File: config.mk
export PLATFORM = sky130hd
export DESIGN_NAME = buf_loader
export DESIGN_NICKNAME = d
export VERILOG_FILES = /design/src/rtl/buf_loader_pkg.sv /design/src/rtl/buf_loader_byte_timeout.sv /design/src/rtl/buf_loader.sv
export SDC_FILE = /design/constraint.sdc
export NUM_CORES = 1
export LEC_CHECK = 0
export ABC_AREA = 1
export BUFFER_PORTS_ARGS = -buffer_cell sky130_fd_sc_hd__buf_2
export CAP_MARGIN = 10
export CORE_MARGIN = 5
export CORE_UTILIZATION = 40
export CTS_BUF_LIST = sky130_fd_sc_hd__clkbuf_16
export CTS_CLUSTER_SIZE = 20
export DETAILED_ROUTE_END_ITERATION = 8
export PLACE_DENSITY = 0.69
export REMOVE_ABC_BUFFERS = 1
export SETUP_SLACK_MARGIN = 0.2
export SLEW_MARGIN = 20
export SYNTH_ARGS = -nofsm -noshare
export SYNTH_HDL_FRONTEND = slang
export SYNTH_SLANG_ARGS = --single-unit
File: constraint.sdc
create_clock -name clk -period 2.7 [get_ports clk]
set_clock_uncertainty 0.1 [all_clocks]
set_input_delay 0.27 -clock clk [delete_from_list [all_inputs] [get_ports clk]]
set_output_delay 0.27 -clock clk [all_outputs]
set_load 0.02 [all_outputs]
File: src/rtl/buf_loader_pkg.sv
// Shared command codes, response bytes and FSM encodings for the program-buffer loader.
package buf_loader_pkg;

   localparam logic [7:0] CMD_WRITE = 8'h01;
   localparam logic [7:0] CMD_START = 8'h02;
   localparam logic [7:0] CMD_ABORT = 8'h03;
   localparam logic [7:0] RSP_ACK   = 8'h06;
   localparam logic [7:0] RSP_NAK   = 8'h15;

   localparam int unsigned WORD_BYTES = 5;

   typedef enum logic [2:0] {
      S_SYNC,
      S_CMD,
      S_ADDR_H,
      S_ADDR_L,
      S_COUNT,
      S_DATA,
      S_CSUM,
      S_RESP
   } state_t;

   function automatic logic [7:0] sat_inc(input logic [7:0] v);
      return (v == 8'hFF) ? v : v + 8'd1;
   endfunction

endpackage

File: src/rtl/buf_loader_byte_timeout.sv
// Inter-byte idle counter: expired rises once TIMEOUT_CYCLES clocks pass with no kick.
module byte_timeout #(
   parameter int unsigned TIMEOUT_CYCLES = 100000
) (
   input  logic clk,
   input  logic rst,
   input  logic kick,
   input  logic clr,
   output logic expired
);

   localparam int unsigned CW = $clog2(TIMEOUT_CYCLES + 1);

   logic [CW-1:0] cnt;

   // Counter freezes once expired so the flag stays up until kicked or cleared.
   always_ff @(posedge clk) begin
      if (rst || clr || kick) begin
         cnt     <= '0;
         expired <= 1'b0;
      end else if (!expired) begin
         cnt     <= cnt + CW'(1);
         expired <= (cnt == CW'(TIMEOUT_CYCLES - 1));
      end
   end

endmodule

File: src/rtl/buf_loader.sv
// Host-link frame parser that fills the program buffer and issues executor start/abort.
module buf_loader
   import buf_loader_pkg::*;
#(
   parameter int unsigned TIMEOUT_CYCLES = 100000,
   parameter logic [7:0]  SYNC_BYTE      = 8'hA5
) (
   input  logic        clk,
   input  logic        rst,
   input  logic [7:0]  rx_data,
   input  logic        rx_valid,
   output logic [15:0] ext_buffer_addr,
   output logic [39:0] ext_buffer_data,
   output logic        ext_buffer_wr,
   output logic        start,
   output logic [15:0] start_addr,
   output logic        abort,
   output logic [7:0]  tx_data,
   output logic        tx_valid,
   input  logic        tx_ready,
   output logic [7:0]  err_count
);

   state_t      state, state_nx;
   logic [7:0]  csum, csum_nx;
   logic [7:0]  cmd, cmd_nx;
   logic [15:0] addr, addr_nx;
   logic [8:0]  words_left, words_left_nx;
   logic [2:0]  byte_cnt, byte_cnt_nx;
   logic [31:0] word, word_nx;

   logic [15:0] ext_buffer_addr_nx;
   logic [39:0] ext_buffer_data_nx;
   logic        ext_buffer_wr_nx, start_nx, abort_nx, tx_valid_nx;
   logic [15:0] start_addr_nx;
   logic [7:0]  tx_data_nx, err_count_nx;

   logic timer_clr, timer_expired;

   assign timer_clr = (state == S_SYNC) || (state == S_RESP);

   byte_timeout #(.TIMEOUT_CYCLES(TIMEOUT_CYCLES)) u_timeout (
      .clk     (clk),
      .rst     (rst),
      .kick    (rx_valid),
      .clr     (timer_clr),
      .expired (timer_expired)
   );

   always_ff @(posedge clk) begin
      if (rst) begin
         state           <= S_SYNC;
         csum            <= '0;
         cmd             <= '0;
         addr            <= '0;
         words_left      <= '0;
         byte_cnt        <= '0;
         word            <= '0;
         ext_buffer_addr <= '0;
         ext_buffer_data <= '0;
         ext_buffer_wr   <= 1'b0;
         start           <= 1'b0;
         start_addr      <= '0;
         abort           <= 1'b0;
         tx_data         <= '0;
         tx_valid        <= 1'b0;
         err_count       <= '0;
      end else begin
         state           <= state_nx;
         csum            <= csum_nx;
         cmd             <= cmd_nx;
         addr            <= addr_nx;
         words_left      <= words_left_nx;
         byte_cnt        <= byte_cnt_nx;
         word            <= word_nx;
         ext_buffer_addr <= ext_buffer_addr_nx;
         ext_buffer_data <= ext_buffer_data_nx;
         ext_buffer_wr   <= ext_buffer_wr_nx;
         start           <= start_nx;
         start_addr      <= start_addr_nx;
         abort           <= abort_nx;
         tx_data         <= tx_data_nx;
         tx_valid        <= tx_valid_nx;
         err_count       <= err_count_nx;
      end
   end

   always_comb begin
      state_nx           = state;
      csum_nx            = csum;
      cmd_nx             = cmd;
      addr_nx            = addr;
      words_left_nx      = words_left;
      byte_cnt_nx        = byte_cnt;
      word_nx            = word;
      ext_buffer_addr_nx = ext_buffer_addr;
      ext_buffer_data_nx = ext_buffer_data;
      ext_buffer_wr_nx   = 1'b0;
      start_nx           = 1'b0;
      start_addr_nx      = start_addr;
      abort_nx           = 1'b0;
      tx_data_nx         = tx_data;
      tx_valid_nx        = tx_valid;
      err_count_nx       = err_count;

      // Payload bytes feed the checksum; the CSUM byte itself is compared, not summed.
      if (rx_valid && (state inside {S_CMD, S_ADDR_H, S_ADDR_L, S_COUNT, S_DATA}))
         csum_nx = csum + rx_data;

      if (timer_expired && !timer_clr) begin
         state_nx     = S_SYNC;
         err_count_nx = sat_inc(err_count);
      end else begin
         case (state)
            S_SYNC: begin
               if (rx_valid && (rx_data == SYNC_BYTE)) begin
                  state_nx = S_CMD;
                  csum_nx  = '0;
               end
            end
            S_CMD: begin
               if (rx_valid) begin
                  cmd_nx = rx_data;
                  case (rx_data)
                     CMD_WRITE, CMD_START: state_nx = S_ADDR_H;
                     CMD_ABORT:            state_nx = S_CSUM;
                     default: begin
                        state_nx     = S_RESP;
                        tx_data_nx   = RSP_NAK;
                        tx_valid_nx  = 1'b1;
                        err_count_nx = sat_inc(err_count);
                     end
                  endcase
               end
            end
            S_ADDR_H: begin
               if (rx_valid) begin
                  addr_nx[15:8] = rx_data;
                  state_nx      = S_ADDR_L;
               end
            end
            S_ADDR_L: begin
               if (rx_valid) begin
                  addr_nx[7:0] = rx_data;
                  state_nx     = (cmd == CMD_WRITE) ? S_COUNT : S_CSUM;
               end
            end
            S_COUNT: begin
               if (rx_valid) begin
                  words_left_nx = (rx_data == 8'd0) ? 9'd256 : {1'b0, rx_data};
                  byte_cnt_nx   = '0;
                  state_nx      = S_DATA;
               end
            end
            S_DATA: begin
               if (rx_valid) begin
                  word_nx = {word[23:0], rx_data};
                  if (byte_cnt == 3'(WORD_BYTES - 1)) begin
                     byte_cnt_nx        = '0;
                     ext_buffer_wr_nx   = 1'b1;
                     ext_buffer_data_nx = {word, rx_data};
                     ext_buffer_addr_nx = addr;
                     addr_nx            = addr + 16'd1;
                     words_left_nx      = words_left - 9'd1;
                     if (words_left == 9'd1)
                        state_nx = S_CSUM;
                  end else begin
                     byte_cnt_nx = byte_cnt + 3'd1;
                  end
               end
            end
            S_CSUM: begin
               if (rx_valid) begin
                  state_nx    = S_RESP;
                  tx_valid_nx = 1'b1;
                  if (rx_data == csum) begin
                     tx_data_nx = RSP_ACK;
                     if (cmd == CMD_START) begin
                        start_nx      = 1'b1;
                        start_addr_nx = addr;
                     end
                     if (cmd == CMD_ABORT)
                        abort_nx = 1'b1;
                  end else begin
                     tx_data_nx   = RSP_NAK;
                     err_count_nx = sat_inc(err_count);
                  end
               end
            end
            S_RESP: begin
               // Incoming bytes are ignored until the response drains.
               if (tx_ready) begin
                  tx_valid_nx = 1'b0;
                  state_nx    = S_SYNC;
               end
            end
            default: state_nx = S_SYNC;
         endcase
      end
   end

endmodule
==> After elaboration in Yosys (flattened, before gate mapping) <==
Index checks and enable logic that the tools add are counted.
{ "totals": {"regBits": 189, "latchBits": 0, "mem_bits_rw": 0, "mem_bits_ro": 0, "inputBits": 12, "out_inout_bits": 92, "wordCells": 149, "memories": 0} }
{ "classes": {"addsub": 6, "mul": 0, "div_mod_pow": 0, "magnitude_cmp": 0, "eq_ne": 34, "n_shift": 0, "n_mux": 52, "bitwise_logic": 5, "reduce_logical": 33} }
{ "op_table": {"columns": ["op", "count"], "rows": [
  ["$mux W8", 14],
  ["$pmux W8 S2", 4],
  ["$mux W3", 13],
  ["$mux W9", 4],
  ["$eq A8 B2 Y1 const B", 4],
  ["$mux W16", 2],
  ["$reduce_and A5 Y1", 6],
  ["$pmux W3 S8", 1],
  ["$pmux W9 S2", 1],
  ["$add A17 B1 Y17 const B", 1],
  ["$eq A17 B17 Y1 const B", 1],
  ["$add A16 B1 Y16 const B", 1],
  ["$eq A8 B1 Y1 const B", 2],
  ["$eq A8 B8 Y1 const B", 2],
  ["$ne A2 B2 Y1 const B", 8],
  ["$eq A3 B3 Y1 const B", 5],
  ["$pmux W3 S2", 2],
  ["$reduce_and A10 Y1", 1],
  ["$eq A9 B1 Y1 const B", 1],
  ["$sub A9 B1 Y9 const B", 1],
  ["$add A8 B1 Y8 const B", 1],
  ["$add A8 B8 Y8", 1],
  ["$eq A8 B8 Y1", 1],
  ["$logic_not A8 Y1", 1],
  ["25 further kinds", 52]
]} }

==> Depth between registers and ports, before layout <==
Gate-level depths: netlist of the first run.
{ "logic_depth": {"depth_word": 7, "depth_mapped": 13, "depth_no_buf": 11} }

==> By module <==
From an unflattened synthesis of the first run, not the netlist that was laid out.
{ "hier_totals": {"cells_unflattened": 1137, "area_unflattened_um2": 8461.9} }
{ "by_module_without_submodules": {"columns": ["mod", "n_inst", "cells_per_inst", "area_per_inst_um2"], "rows": [
  ["buf_loader", 1, 998, 7508.5],
  ["byte_timeout", 1, 139, 953.4]
]} }

==> Least setup slack after synthesis of the first run <==
OpenSTA, ideal clock, no wires.
{ "synth_timing": {"path_kind": "register to register", "start": "reg csum[3]", "end": "reg start_addr[14]", "setup_ns": 0.116, "arrival_time_ns": 1.663, "required_time_ns": 2.484, "setup_slack_ns": 0.821, "path_stages_with_launch": 12, "path_buffers": 2, "synth_period_minus_slack_ns": 1.879, "cell_sequence": "dfxtp_1 ha_1 clkbuf_1 nor2_1 nand2_1 nor2_1 nand2_1 nor2_1 nand3_2 clkbuf_1 o21ai_0 nor2_1"} }
{ "synth_between": {"elab_chain_cells": 2} }
{ "synth_rtl": {"columns": ["item", "line_no", "text"], "rows": [
  ["start: declaration", "buf_loader.sv:25", "logic [7:0] csum, csum_nx;"],
  ["start signal: assignment", "buf_loader.sv:70", "csum <= csum_nx;"],
  ["$eq A8 B8 Y1", "buf_loader.sv:176", "if (rx_data == csum) begin"],
  ["$reduce_and A5 Y1 (no line)", null, null],
  ["end signal: assignment", "buf_loader.sv:80", "start_addr <= start_addr_nx;"],
  ["end: declaration", "buf_loader.sv:16", "output logic [15:0] start_addr,"]
]} }
Every way passes these cells.
A chain may end at the register's enable or synchronous reset.

==> Worst setup path after layout of the first run <==
{ "layout_timing": {"start": "reg state[1]", "end": "reg word[16]"} }
{ "layout_between": {"elab_chain_cells": 6, "elab_cells_between_ends": 8, "classes_between": "eq/ne (2); bitwise (1); reduce/logical (5)"} }
{ "layout_rtl": {"columns": ["item", "line_no", "text"], "rows": [
  ["start: declaration", "buf_loader.sv:24", "state_t state, state_nx;"],
  ["start signal: assignment", "buf_loader.sv:69", "state <= state_nx;"],
  ["$eq A3 B3 Y1 or $logic_not A3 Y1 (tied branches)", "buf_loader.sv:40", "assign timer_clr = (state == S_SYNC) || (state == S_RESP);"],
  ["$logic_or A1 B1 Y1", "buf_loader.sv:40", null],
  ["$logic_not A1 Y1", "buf_loader.sv:110", "if (timer_expired && !timer_clr) begin"],
  ["$logic_and A1 B1 Y1", "buf_loader.sv:110", null],
  ["$not A1 Y1 (no line)", null, null],
  ["$reduce_and A3 Y1 (no line) *", null, null],
  ["end signal: assignment", "buf_loader.sv:75", "word <= word_nx;"],
  ["end: declaration", "buf_loader.sv:30", "logic [31:0] word, word_nx;"]
]} }
Mark *: on every way between the ends. The rest lies on a longest branch, timed or not.

==> metrics.yaml, run 1 <==
ctsRootBufferMaster: "clkbuf_16"
final_net_count: 1226
ctsResizeCount: 0
gp_congestion: 0.843
start_util: 0.406
register_area_um2: 3680
hold_buffers: 0
relSlewSlack: 0.581
cts_buffer_depth: 2
worst_pin_slew_ps: 621
synthFlopType: "dfxtp_1"
viasPerCell: 5.02
coreArea_um2: 20300
power_mw: 7.36
ant_nets: 0
die_x_um: 154
synthCells: 1122
drc_errors: 0
critPathRequiredTime_ps: 2920
yosysMostFrequentCell: "nand2_1"
cts_buffers: 17
grt-ovfl-total: 0
synth_top_area_frac: 0.447
hold_violations: 0
tns_ps: 0
synth_top_area_cell: "dfxtp_1"
min_path_type: "input pin to register"
synthTopCellsByCount: "nand2_1 (194), dfxtp_1 (184), a21oi_1 (124)"
max_freq_ghz: 0.438
ys_top_cells_by_area: "dfxtp_1 (45%), nand2_1 (8.8%), a21oi_1 (7.5%), nand3_1 (6.6%), o21ai_0 (5.3%)"
drv_slew: 0
firstDrtPassIters: 5
cts.clk_slew.worst_paths_ps: 70
synth_edf_count: 0
num_rows: 52
io_pins: 104
fin_cells: 1482
pre_cts_ws_ps: 336
cts_tree: "done"
synth_warnings: 0
syn_avg_cell_area_um2: 7.35
antenna_found_initial: 2
drv_cap: 0
powerDensity_nw_per_um2: 777
fin_crit_ps: 2280
period_share: 0.846
ys_ff_latch: 184
area_delta_synth_final_pct: 14.8
startpoint_type: "register"
async_reset_ff_frac: 0
dieHeight_um: 154
drt_iter0_markers: 676
wl_per_cell_um: 13.9
finalSetupViolations: 0
grt_pass1_wl_um: 34100
rsz0062_at_grt: "no"
cts_setup_buffers: 0
fillers: 2074
yosysSeqAreaShare: 0.447
crit_path_max_fanout: 25
multiInputGateArea_um2: 3830
n_antenna_cell: 0
drive_above_1_share: 0.140
p_leak_nw: 3.87
cp-end-kind: "register"
grt_pass1_vias: 6814
dpl_cell_area_um2: 8890
hold_slack_ps: 38.1
portBuffers: 99
die_area_um2: 23600
cts_sinks: 184
final_area_um2: 9470
status: "complete, no violations"
ys_types: 44
critical_path_class: "register to register"
routed_wl_um: 20600
fin_util: 0.467
peakVddDrop_v: 0.000448
grt_max_degree: 50
syn-cell-area_um2: 8250
fin_ws_ps: 416
worstPathArrival_ps: 2500
vias: 7444
dp_hpwl_um: 14700
cts_max_level: 4
clk_latency_ps: 430
dp.cells: 1450
track_usage: 0.173
-- layout make-up --
class | instances | area share
clock buffers | 17 | 0.0449
clock inverters | 15 | 0.0164
inverters | 111 | 0.0443
multi-input cells | 769 | 0.404
flip-flops and latches | 184 | 0.389
well taps | 270 | 0.0357
repair buffers | 116 | 0.0658
-- path summary, 6_finish.rpt --
check	from	endpoint	slack, ps	cells after the start
hold reg to reg	cmd[2]	cmd[2]	350	2
hold / removal	rx_data[3]	ext_buffer_data[3]	40	3
setup / recovery	state[1]	word[16]	420	8
setup reg to reg	state[1]	word[16]	420	8
-- power breakdown --
| group | internal, mW | total [mW] | leakage (nW) | switching [mW] |
|---|---|---|---|---|
| Clock | 1.31 | 2.48 | 0.281 | 1.17 |
| Combinational | 0.583 | 1.76 | 2.10 | 1.18 |
| Sequential | 2.93 | 3.12 | 1.49 | 0.196 |
| Total | 4.82 | 7.36 | 3.87 | 2.54 |
-- cells by family (layout without fill, tap and decap cells) --
logic type / Yosys count / after routing / share of synthesized area
adders and majority gates: 15 / 15 / 0.0237
and+or+nand+nor: 459 / 459 / 0.245
other: 1 / 4 / 0.000455
xor gates and xnor gates: 25 / 25 / 0.0265
DFF: 184 / 184 / 0.447
buffers and inverters: 172 / 259 / 0.0909
AOI/OAI and AO/OA: 266 / 266 / 0.167
-- cell usage in the layout (no fill, tap or decap), types with 12 or more instances in the layout --
master       n
dfxtp_1    184
o21ai_0     87
inv_1      101
xor2_1      19
nor2_1     109
buf_2       99
nor3_1      12
nand4_1     13
nand3_1    109
nand2_1    194
o21ai_1     35
a21oi_1    124
ha_1        14
clkbuf_16   17
buf_4       17
-- registers in the layout, summed over array words and instances (netlist names), 9 cells and up --
name             cells
addr                16
ext_buffer_data     40
word                32
u_timeout.cnt       17
ext_buffer_addr     16
start_addr          16
words_left           9
-- critical path, cell delays in order, from the launching register on --
cell	delay (ps)
dfxtp_1	570
nand3_2	190
nand3_4	170
nand2_1	90
inv_2	200
nand2_1	300
buf_4	320
o21ai_0	160
a21oi_1	60
-- per-layer routing --
| metal | global-route usage | up-vias | share of wire |
|---|---|---|---|
| li1 | - | 3858 | - |
| met1 | 0.233 | 3339 | 0.46 |
| met2 | 0.275 | 208 | 0.45 |
| met3 | 0.0447 | 35 | 0.062 |
| met4 | 0.0509 | 4 | 0.017 |
| met5 | 0 | - | 0.0012 |
No activity file was read; power rests on OpenSTA's default activity.
==> run 2: changes to the inputs <==
- ABC_AREA: 1 -> 0
- PLACE_DENSITY: 0.69 -> 0.71
- clock period: 2.7 -> 2 ns (I/O delays scaled with it)
==> run 2 against run 1 <==
  * The flow now finishes with violations (negative setup slack)
  * Critical path type unchanged
  * Clock-buffer cell count unchanged
  * Core utilization up 11 points
  * Register-to-register slack lost 460 ps
  * Sequential share of layout area shrank 7.0 points
  * Non-clock buffer count rose by 109
  * Setup slack lost 460 ps
  * Maximum frequency increased by 12%
  * Global-route usage rose by 1.3 points
==> metrics.yaml, run 2 <==
dp_hpwl_um: 14900
drv_cap: 0
peakVddDrop_v: 0.000691
dpl_cell_area_um2: 9490
drt_iter0_markers: 898
grt_pass1_vias: 7358
area_delta_synth_final_pct: 42.1
final_area_um2: 11600
wl_per_cell_um: 17.0
synth_warnings: 0
startpoint_type: "register"
grt_max_degree: 61
synth_top_area_cell: "dfxtp_1"
final_net_count: 1247
reg_top3: "ext_buffer_data x40, word x32, u_timeout.cnt x17"
holdPathStages: 4
ys_ff_latch: 184
syn_avg_cell_area_um2: 7.83
hold_violations: 0
ys_top_cells_by_area: "dfxtp_1 (45%), nand2_1 (11%), a21oi_1 (9.4%), nand3_1 (3.5%), nor2_1 (3.0%)"
cts_sinks: 184
critPathRequiredTime_ps: 2230
ys_types: 68
pre_cts_ws_ps: -190
die_area_um2: 23500
min_path_type: "input pin to register"
mostFrequentLayoutCells: "nand2_1 (190), dfxtp_1 (168), a21oi_1 (100)"
synthTopCellsByCount: "nand2_1 (247), dfxtp_1 (184), a21oi_1 (154)"
cts_buffer_depth: 2
vias: 8310
fin_ws_ps: -40.9
largest_register_ffs: 40
coreArea_um2: 20200
firstDrtPassIters: 5
gp_congestion: 0.888
status: "finished with violations"
crit_path_max_fanout: 7
io_pins: 104
drv_slew: 0
max_freq_ghz: 0.490
yosysMostFrequentCell: "nand2_1"
syn-cell-area_um2: 8200
ant_nets: 0
powerDensity_nw_per_um2: 891
r2r_slack_ps: -40
worst_pin_slew_ps: 736
fin_crit_ps: 2040
min_from: "rx_data[2]"
routed_wl_um: 25600
reg2reg_depth: 7
num_rows: 52
cts_tree: "done"
synthCells: 1047
cts_buffers: 17
grt_pass1_wl_um: 36600
grt-ovfl-total: 0
portBuffers: 99
clk_latency_ps: 430
reg2reg_to: "err_count[5]"
start_util: 0.405
ctsRootBufferMaster: "clkbuf_16"
dieHeight_um: 153
critical_path_class: "register to register"
antenna_found_initial: 5
p_leak_nw: 4.26
drc_errors: 0
synth_top_area_frac: 0.449
yosysSeqAreaShare: 0.449
finalSetupViolations: 7
tns_ps: -163
worstHoldEndpoint: "word[2]"
viasPerCell: 5.51
violations: "negative setup slack"
synth_edf_count: 0
drive_above_1_share: 0.373
die_x_um: 153
final_common_cell: "nand2_1"
power_mw: 10.4
cp-end-kind: "register"
track_usage: 0.186
synthFlopType: "dfxtp_1"
rsz0062_at_grt: "yes"
regMostFlops: "ext_buffer_data"
cts_max_level: 4
cts.clk_slew.worst_paths_ps: 70
async_reset_ff_frac: 0
fin_cells: 1507
period_share: 1.02
relSlewSlack: 0.509
dp.cells: 1431
worstPathArrival_ps: 2270
reg2reg_from: "csum[5]"
## run 2: cell count changes after synthesis, sizes merged, moves of 9 or more
cell    change
or3        +10
xor2        -9
nor2       -46
clkbuf     +30
a21oi      +30
nand2      +47
nor2b      +11
buf        -15
inv        -92
o21ai      -97
a211oi      +9
nand3      -54
## run 2: critical path, stage by stage (launching register included)
cell	delay, ps
dfxtp_2	340
ha_4	230
nor4_4	350
nand4_4	180
buf_6	170
o2111ai_4	150
a211oi_2	130
mux2_2	280
## run 2: cell type report
| type | count | area [µm²] |
|---|---|---|
| fill | 1737 | 8590 |
| timing repair buffer | 225 | 1780 |
| antenna | 4 | 10.0 |
| sequential | 184 | 3710 |
| multi-input combinational | 774 | 5110 |
| tap | 270 | 338 |
| inverter | 18 | 67.6 |
| clock inverter | 15 | 201 |
| clock buffer | 17 | 425 |
## run 2: logic make-up after synthesis
| group | share of synthesized area |
|---|---|
| simple gates | 0.266 |
| compound gates | 0.178 |
| flops | 0.449 |
| buf+inv | 0.0482 |
| xor+xnor | 0.0203 |
| fa+ha+maj | 0.0238 |
| mux | 0.0130 |
| other cells | 0.000458 |
## run 2: what timing repair did
| action | 4_1_cts | 5_1_grt |
|---|---|---|
| endpoints found under the hold margin | 3 | 0 |
| pin swaps | 18 | 126 |
| resized for setup | 43 | 229 |
| gates cloned | 1 | 13 |
| hold buffers | 2 | 0 |
| setup buffers | 9 | 15 |
| endpoints found under the setup margin | 151 | 105 |
## run 2: worst max-delay path by stage
stage	start	end	slack, ps	cells past startpoint
after floorplan	state[2]	ext_buffer_addr[0]	-2110	5
after global placement	rx_data[3]	err_count[5]	-130	8
after detailed placement	rx_data[3]	err_count[6]	-190	8
after CTS	csum[1]	err_count[6]	10	7
after global routing	csum[5]	err_count[5]	-80	7
final	csum[5]	err_count[5]	-40	7
## run 2: where the power goes
group | leakage (nW) | internal, mW | switching [mW]
sequential | 1.49 | 3.86 | 0.215
clock | 0.305 | 1.92 | 1.64
combinational | 2.46 | 1.26 | 1.48
## run 2: routing by layer
layer | track usage | part of all wire | vias up
met5 | 0 | 0.00043 | -
met2 | 0.297 | 0.48 | 341
met4 | 0.0734 | 0.028 | 2
met3 | 0.0390 | 0.064 | 58
met1 | 0.246 | 0.43 | 3948
li1 | - | - | 3961
## run 2: through the flow
step / util / hold slack, ps
2_1_floorplan: - / 169
3_3_place_gp: 0.469 / 338
3_5_place_dp: 0.469 / 345
4_1_cts: 0.515 / 66.4
5_1_grt: 0.575 / 88.5
6_report: 0.575 / 86.8
